File: src/rtl/router_stream_sink.sv
// router_stream_sink: receives one fixed-length AXI-Stream packet per rx_start and writes it to a buffer
// Ports: clk/rst (sync, active-high); rx_start/rx_base_addr arm a packet at a base address;
// s_axis_* is the incoming stream; wr_en/wr_addr/wr_data/wr_ready is the buffer write port;
// rx_done pulses at completion, rx_err flags framing errors, pkt_cnt counts packets,
// last_lat holds the rx_start-to-rx_done cycle count of the last packet.
module router_stream_sink #(
  parameter int DATA_W    = 64,
  parameter int PKT_BEATS = 16,
  parameter int ADDR_W    = 10
) (
  input  logic              clk,
  input  logic              rst,
  input  logic              rx_start,
  input  logic [ADDR_W-1:0] rx_base_addr,
  input  logic [DATA_W-1:0] s_axis_tdata,
  input  logic              s_axis_tvalid,
  input  logic              s_axis_tlast,
  output logic              s_axis_tready,
  output logic              wr_en,
  output logic [ADDR_W-1:0] wr_addr,
  output logic [DATA_W-1:0] wr_data,
  input  logic              wr_ready,
  output logic              rx_done,
  output logic              rx_err,
  output logic [15:0]       pkt_cnt,
  output logic [15:0]       last_lat
);
  localparam int IDX_W = (PKT_BEATS > 1) ? $clog2(PKT_BEATS) : 1;
  typedef enum logic [1:0] {IDLE, RECV, DRAIN, DONE} state_t;
  state_t state, state_nxt;
  logic [ADDR_W-1:0] base;
  logic [IDX_W-1:0] idx;
  logic [15:0] lat;
  logic acc, last_beat, end_pkt;
  assign acc       = s_axis_tvalid && s_axis_tready;
  assign last_beat = idx == IDX_W'(PKT_BEATS - 1);
  assign end_pkt   = acc && (last_beat || s_axis_tlast);
  always_ff @(posedge clk)
    state <= rst ? IDLE : state_nxt;
  always_comb
    state_nxt = state == IDLE  ? (rx_start ? RECV : IDLE) :
                state == RECV  ? (end_pkt ? DRAIN : RECV) :
                state == DRAIN ? (wr_en ? DRAIN : DONE) : IDLE;
  // A beat may enter the write register only if it is empty or being emptied this cycle.
  always_comb begin
    s_axis_tready = !rst && state == RECV && (!wr_en || wr_ready);
    rx_done       = !rst && state == DONE;
  end
  always_ff @(posedge clk) begin
    if (rst) begin
      base     <= '0;
      idx      <= '0;
      lat      <= '0;
      wr_en    <= 1'b0;
      wr_addr  <= '0;
      wr_data  <= '0;
      rx_err   <= 1'b0;
      pkt_cnt  <= '0;
      last_lat <= '0;
    end else begin
      if (state == IDLE && rx_start) begin
        base   <= rx_base_addr;
        idx    <= '0;
        rx_err <= 1'b0;
        lat    <= '0;
      end else if (state != IDLE)
        lat <= lat + {15'd0, lat != 16'hFFFF};
      if (acc) begin
        wr_en   <= 1'b1;
        wr_addr <= base + ADDR_W'(idx);
        wr_data <= s_axis_tdata;
        idx     <= idx + 1'b1;
        // tlast must coincide exactly with the final beat: early or missing tlast is an error.
        if (s_axis_tlast != last_beat)
          rx_err <= 1'b1;
      end else if (wr_en && wr_ready)
        wr_en <= 1'b0;
      if (state == DONE) begin
        pkt_cnt  <= pkt_cnt + 16'd1;
        last_lat <= lat;
      end
    end
  end
endmodule
File: config.mk
export PLATFORM = sky130hd
export DESIGN_NAME = router_stream_sink
export DESIGN_NICKNAME = d
export VERILOG_FILES = /design/src/rtl/router_stream_sink.sv
export SDC_FILE = /design/constraint.sdc
export NUM_CORES = 1
export LEC_CHECK = 0
export CAP_MARGIN = 10
export CELL_PAD_IN_SITES_DETAIL_PLACEMENT = 1
export CELL_PAD_IN_SITES_GLOBAL_PLACEMENT = 2
export CORE_AREA = 5 5 150 152
export DETAILED_ROUTE_END_ITERATION = 6
export DIE_AREA = 0 0 155 157
export PLACE_DENSITY_LB_ADDON = 0.15
export SYNTH_ARGS = -nofsm -noshare
export SYNTH_HDL_FRONTEND = slang
export SYNTH_SLANG_ARGS = --single-unit
File: constraint.sdc
create_clock -name clk -period 4 [get_ports clk]
set_input_delay 0.6 -clock clk [delete_from_list [all_inputs] [get_ports clk]]
set_output_delay 0.6 -clock clk [all_outputs]
set_load 0.005 [all_outputs]
Yosys cells after proc, flatten, opt, wreduce, memory -nomap -nowiden. Cells that the tools add are included.

Reduce and logical (&&, ||, !) cells: 16. $add $sub $neg: 4. Mux-type cells: 13. Equal/unequal tests: 6.

Operators with widths (count): $add 16x1->16 (1); $add 16x1->16 const B (1); $ne 16x16->1 const B (1); $add 10x4->10 (1); $mux 2 (4); $mux 4 (2); $logic_and 1x1->1 (7); $mux 1 (7); $reduce_bool 2->1 (3); $add 4x1->4 const B (1); $eq 2x2->1 const B (2); $eq 4x4->1 const B (1); $eq 2x1->1 const B (1); $logic_not 1->1 (2); $logic_not 2->1 (1); $logic_or 1x1->1 (2); $reduce_or 2->1 (1); $ne 1x1->1 (1).

Output and inout port bits: 110. Bits of input ports: 80. Word-level logic and storage cells: 49. Register bits: 140.

Depth between registers and ports, before layout.
Depth after elaboration: 8. Gate-level depth with buffers: 10. Gate-level depth less buffers: 9.

Worst setup path after synthesis. Ideal clock, no wire load.

Kind: flip-flop to flip-flop. Start: reg lat[5]. End: reg lat[10]. Arrival: 1.802 ns. Library setup time: 0.117 ns. Required time: 3.883 ns. Stages on the path, launching flop included: 10. Path slack: 2.081 ns. Clock period less this slack: 1.919 ns. Buffers on the path: 0. Path through: dfxtp_1 nand4_1 nor3_1 nand2_1 ha_1 ha_1 o2111a_1 nand4_1 xor2_1 nor2_1.

Cells in the longest elaborated chain, start to end: 2.

Ends and longest elaborated chain: start: declaration (RTL line 33) `logic [15:0] lat;`; start signal: assignment (RTL line 67) `lat <= lat + {15'd0, lat != 16'hFFFF};`; $ne 16x16->1 (RTL line 67); $add 16x1->16 * (RTL line 67).

Every way passes the cells marked *; elsewhere a longest branch is shown, timed or not. A chain may end at the register's enable or synchronous reset.

Worst setup path in the final report.
Start: in wr_ready. End: out s_axis_tready.

Cells in the longest elaborated chain, start to end: 2.

Ends and longest elaborated chain: start: declaration (RTL line 22) `input logic wr_ready,`; $logic_or 1x1->1 (RTL line 46) `s_axis_tready = !rst && state == RECV && (!wr_en || wr_ready);`; $logic_and 1x1->1 (RTL line 46); end: declaration (RTL line 18) `output logic s_axis_tready,`.

No other way between the ends.

==> out/metrics.csv <==
stage,metric,value,unit
clock_tree,Num CTS Buffers,17,
clock_tree,CTS tree,yes,
logic_synthesis,Synth Instances,692,
placement,Port Buffer Count,189,
clock_tree,Clock transition at path regs,0.06,ns
logic_synthesis,post-synthesis compound-gate area fraction,9.20,%
layout,"most common cell after layout, fill and taps aside",nand2_1,
routing,metal2 WL,9.44,mm
logic_synthesis,Yosys reg bits,140,
routing,# DRC,0,
routing,DRT iter0 DRCs,148,
pwr,worst vdd ir,0.227,mV
pwr,Tot Pwr,3.32,mW
timing,fin crit share,69.6,%
global_routing,vias in the first global route,5623,
routing,wire length on met3,1.48,mm
clock_tree,Post-CTS Setup Bufs,0,
global_routing,GRT Total Usage,15.2,%
logic_synthesis,Cell variety after synth,44,
timing,unrepaired setup endpoints after global routing,no,
pwr,Pleak,3.15,nW
floorplan,I/O pin total,190,
run,max_cap viols,0,
routing,ANT nets after route,0,
global_routing,GR Overflow Total,0,
routing,DR top layer,met4,
hold_path,Worst Hold Class,reg2reg,
timing,Setup TNS,0,ns
routing,Initial DRT Pass Iterations,4,
logic_synthesis,share of flip-flops with an asynchronous set or reset,0,%
pwr,pwr dens,401,nW/um^2
setup_path,Crit Path Class,in2out,
timing,Worst-Margin Slew,0.854,ns
layout,most frequent cells in the layout,"nand2_1 (214), clkdlybuf4s50_1 (188), dfxtp_1 (140), nand3_1 (76), a21oi_1 (47)",
layout,diodes inserted,0,
timing,"Hold Vio Cnt, Final",0,
setup_path,"Req. time, crit path",3.40,ns
logic_synthesis,mux share of post-synthesis cell area,0.720,%
logic_synthesis,Ys Warns,0,
floorplan,Die ar.,24300,sq um
logic_synthesis,sequential area share after synthesis,50.4,%
routing,routed via count,5445,
floorplan,Initial Utilization,26.6,%
timing,Max-slew headroom,43.1,%
logic_synthesis,number of synthesized flops with an enable pin,0,
clock_tree,post-cts gate resize count,0,
timing,post-route setup slack,1.22,ns
timing,post-route minimum period,2.78,ns
setup_path,critical-path maximum fanout,14,
floorplan,Core Area,20900,sq um
routing,wl on met1,7.40,mm
outcome,status,"complete, no violations",
setup_path,Setup crit start kind,input pin,
layout,Area Growth Syn to Fin,48.8,%
setup_path,Crit path arrival time,2.18,ns
clock_tree,cts hold-fix bufs,0,
setup_path,CP Capture Type,output pin,
layout,fin cells,1155,
floorplan,die height,157,microns
placement,DP Wirelength,13.7,mm
placement,routability cong.,0.749,
routing,routed wire length,18.7,mm
floorplan,FP Rows,53,
timing,fmax,359,MHz
clock_tree,CTS Buffer Depth,2,
logic_synthesis,Most used DFF post-synth,dfxtp_1,
timing,Post-Route Skew,0.00700,ns
routing,via density per instance,4.71,
logic_synthesis,XOR/XNOR Fraction of Synth Area,3.46,%
clock_tree,CTS root buffer,clkbuf_16,
logic_synthesis,simple-gate share of the synthesized area,30.1,%
global_routing,initial antenna violation count,0,
placement,Placed Cells incl. Taps,1123,
logic_synthesis,Adder-Cell Fraction of Synth Area,2.61,%
timing,"Setup violations, final",0,
layout,final core utilization,39.6,%
clock_tree,later-pin clock latency in the skew report,0.42,ns
timing,Max Slew Vio Count,0,
logic_synthesis,Post-Syn Nets,783,
layout,final net count,958,
placement,dpl ws,0.930,ns
clock_tree,clock sink count,140,
floorplan,chip width,155,microns
logic_synthesis,largest family of logic cells by synthesized area,simple AND/OR/NAND/NOR gates,
layout,share of layout cells above drive strength 1,5.57,%
logic_synthesis,post-synth design cell area,5560,sq um
clock_tree,Max H-tree Level,4,
routing,WL/cell,16.2,microns
global_routing,global-route wire length before repair,29.6,mm
global_routing,largest net degree at the start of global routing,76,
logic_synthesis,syn_area_per_cell,8.04,sq um
==> layout make-up <==
class | count | area (sq um)
flip-flops and latches | 140 | 2800
repair buffers | 199 | 1960
clock buffers | 17 | 425
well taps | 275 | 344
clock inverters | 15 | 149
fillers | 2497 | 12600
inverters | 7 | 26.3
multi-input cells | 502 | 2570
==> cells by family (layout without fill, tap and decap cells) <==
logic type,count (synthesis),in the layout
mux,4,4
buf+inv,50,238
fa+ha+maj,11,11
simple gates,375,375
flops,140,140
xor+xnor,22,22
compound gates,90,90
==> power by group <==
part	switching, mW	total (mW)	leakage [nW]	internal [mW]
registers	0.0327	1.48	1.14	1.44
logic	0.137	0.306	1.75	0.169
clock network	0.628	1.54	0.271	0.915
total	0.797	3.32	3.15	2.53
==> sequential cells by signal, indices dropped and copies added (netlist names) <==
register,cells
base,10
wr_data,64
idx,4
state,2
lat,16
pkt_cnt,16
rx_err,1
wr_en,1
last_lat,16
wr_addr,10
==> per-stage QoR <==
step / cell area, sq um / hold slack [ns]
CTS: 8280 / 0.456
finish: 8280 / 0.451
global route: 8280 / 0.477
floorplan: 5560 / 0.441
global placement: 7710 / 0.441
detailed placement: 7710 / 0.446
==> worst paths after layout <==
check             cells after the start  slack, ns       endpoint   startpoint
setup / recovery                      5       1.22  s_axis_tready     wr_ready
setup reg to reg                      9       1.64        lat[10]       lat[5]
hold reg to reg                       2       0.45    wr_data[58]  wr_data[58]
hold / removal                        2       0.45    wr_data[58]  wr_data[58]
==> cell usage after synthesis, types with 2 or more instances <==
| cell type | count | share of area [%] |
|---|---|---|
| nand2_1 | 214 | 14 |
| dfxtp_1 | 140 | 50 |
| nand3_1 | 76 | 6.8 |
| a21oi_1 | 47 | 4.2 |
| nor2_1 | 28 | 1.9 |
| clkbuf_1 | 25 | 1.7 |
| o21ai_0 | 22 | 2.0 |
| nand4_1 | 15 | 1.7 |
| xnor2_1 | 12 | 1.9 |
| buf_1 | 11 | 0.74 |
| ha_1 | 10 | 2.2 |
| xor2_1 | 10 | 1.6 |
| buf_2 | 7 | 0.63 |
| inv_1 | 7 | 0.47 |
| nor3_1 | 7 | 0.63 |
| or3_1 | 7 | 0.79 |
| and4_1 | 4 | 0.63 |
| mux2i_1 | 4 | 0.72 |
| nor4_1 | 4 | 0.45 |
| o31ai_1 | 4 | 0.54 |
| or4_1 | 4 | 0.54 |
| a31oi_1 | 3 | 0.34 |
| nor4b_1 | 3 | 0.47 |
| a211o_1 | 2 | 0.31 |
| a211oi_1 | 2 | 0.27 |
| a21o_1 | 2 | 0.27 |
| and2_1 | 2 | 0.22 |
| nand2b_1 | 2 | 0.22 |
| o211ai_1 | 2 | 0.27 |
| or4b_1 | 2 | 0.36 |
==> critical path, cell delays in order <==
cell,delay [ns]
clkdlybuf4s50_1,0.50
nor2b_1,0.06
buf_4,0.18
nor4b_1,0.28
clkdlybuf4s50_1,0.56
==> per-layer routing <==
layer | track usage (%) | vias to the layer above
li1 | - | 2686
met1 | 16.7 | 2595
met2 | 26.9 | 138
met3 | 5.99 | 26
met4 | 5.21 | 0
met5 | 0 | -
Power figures use the tool's default switching activity.
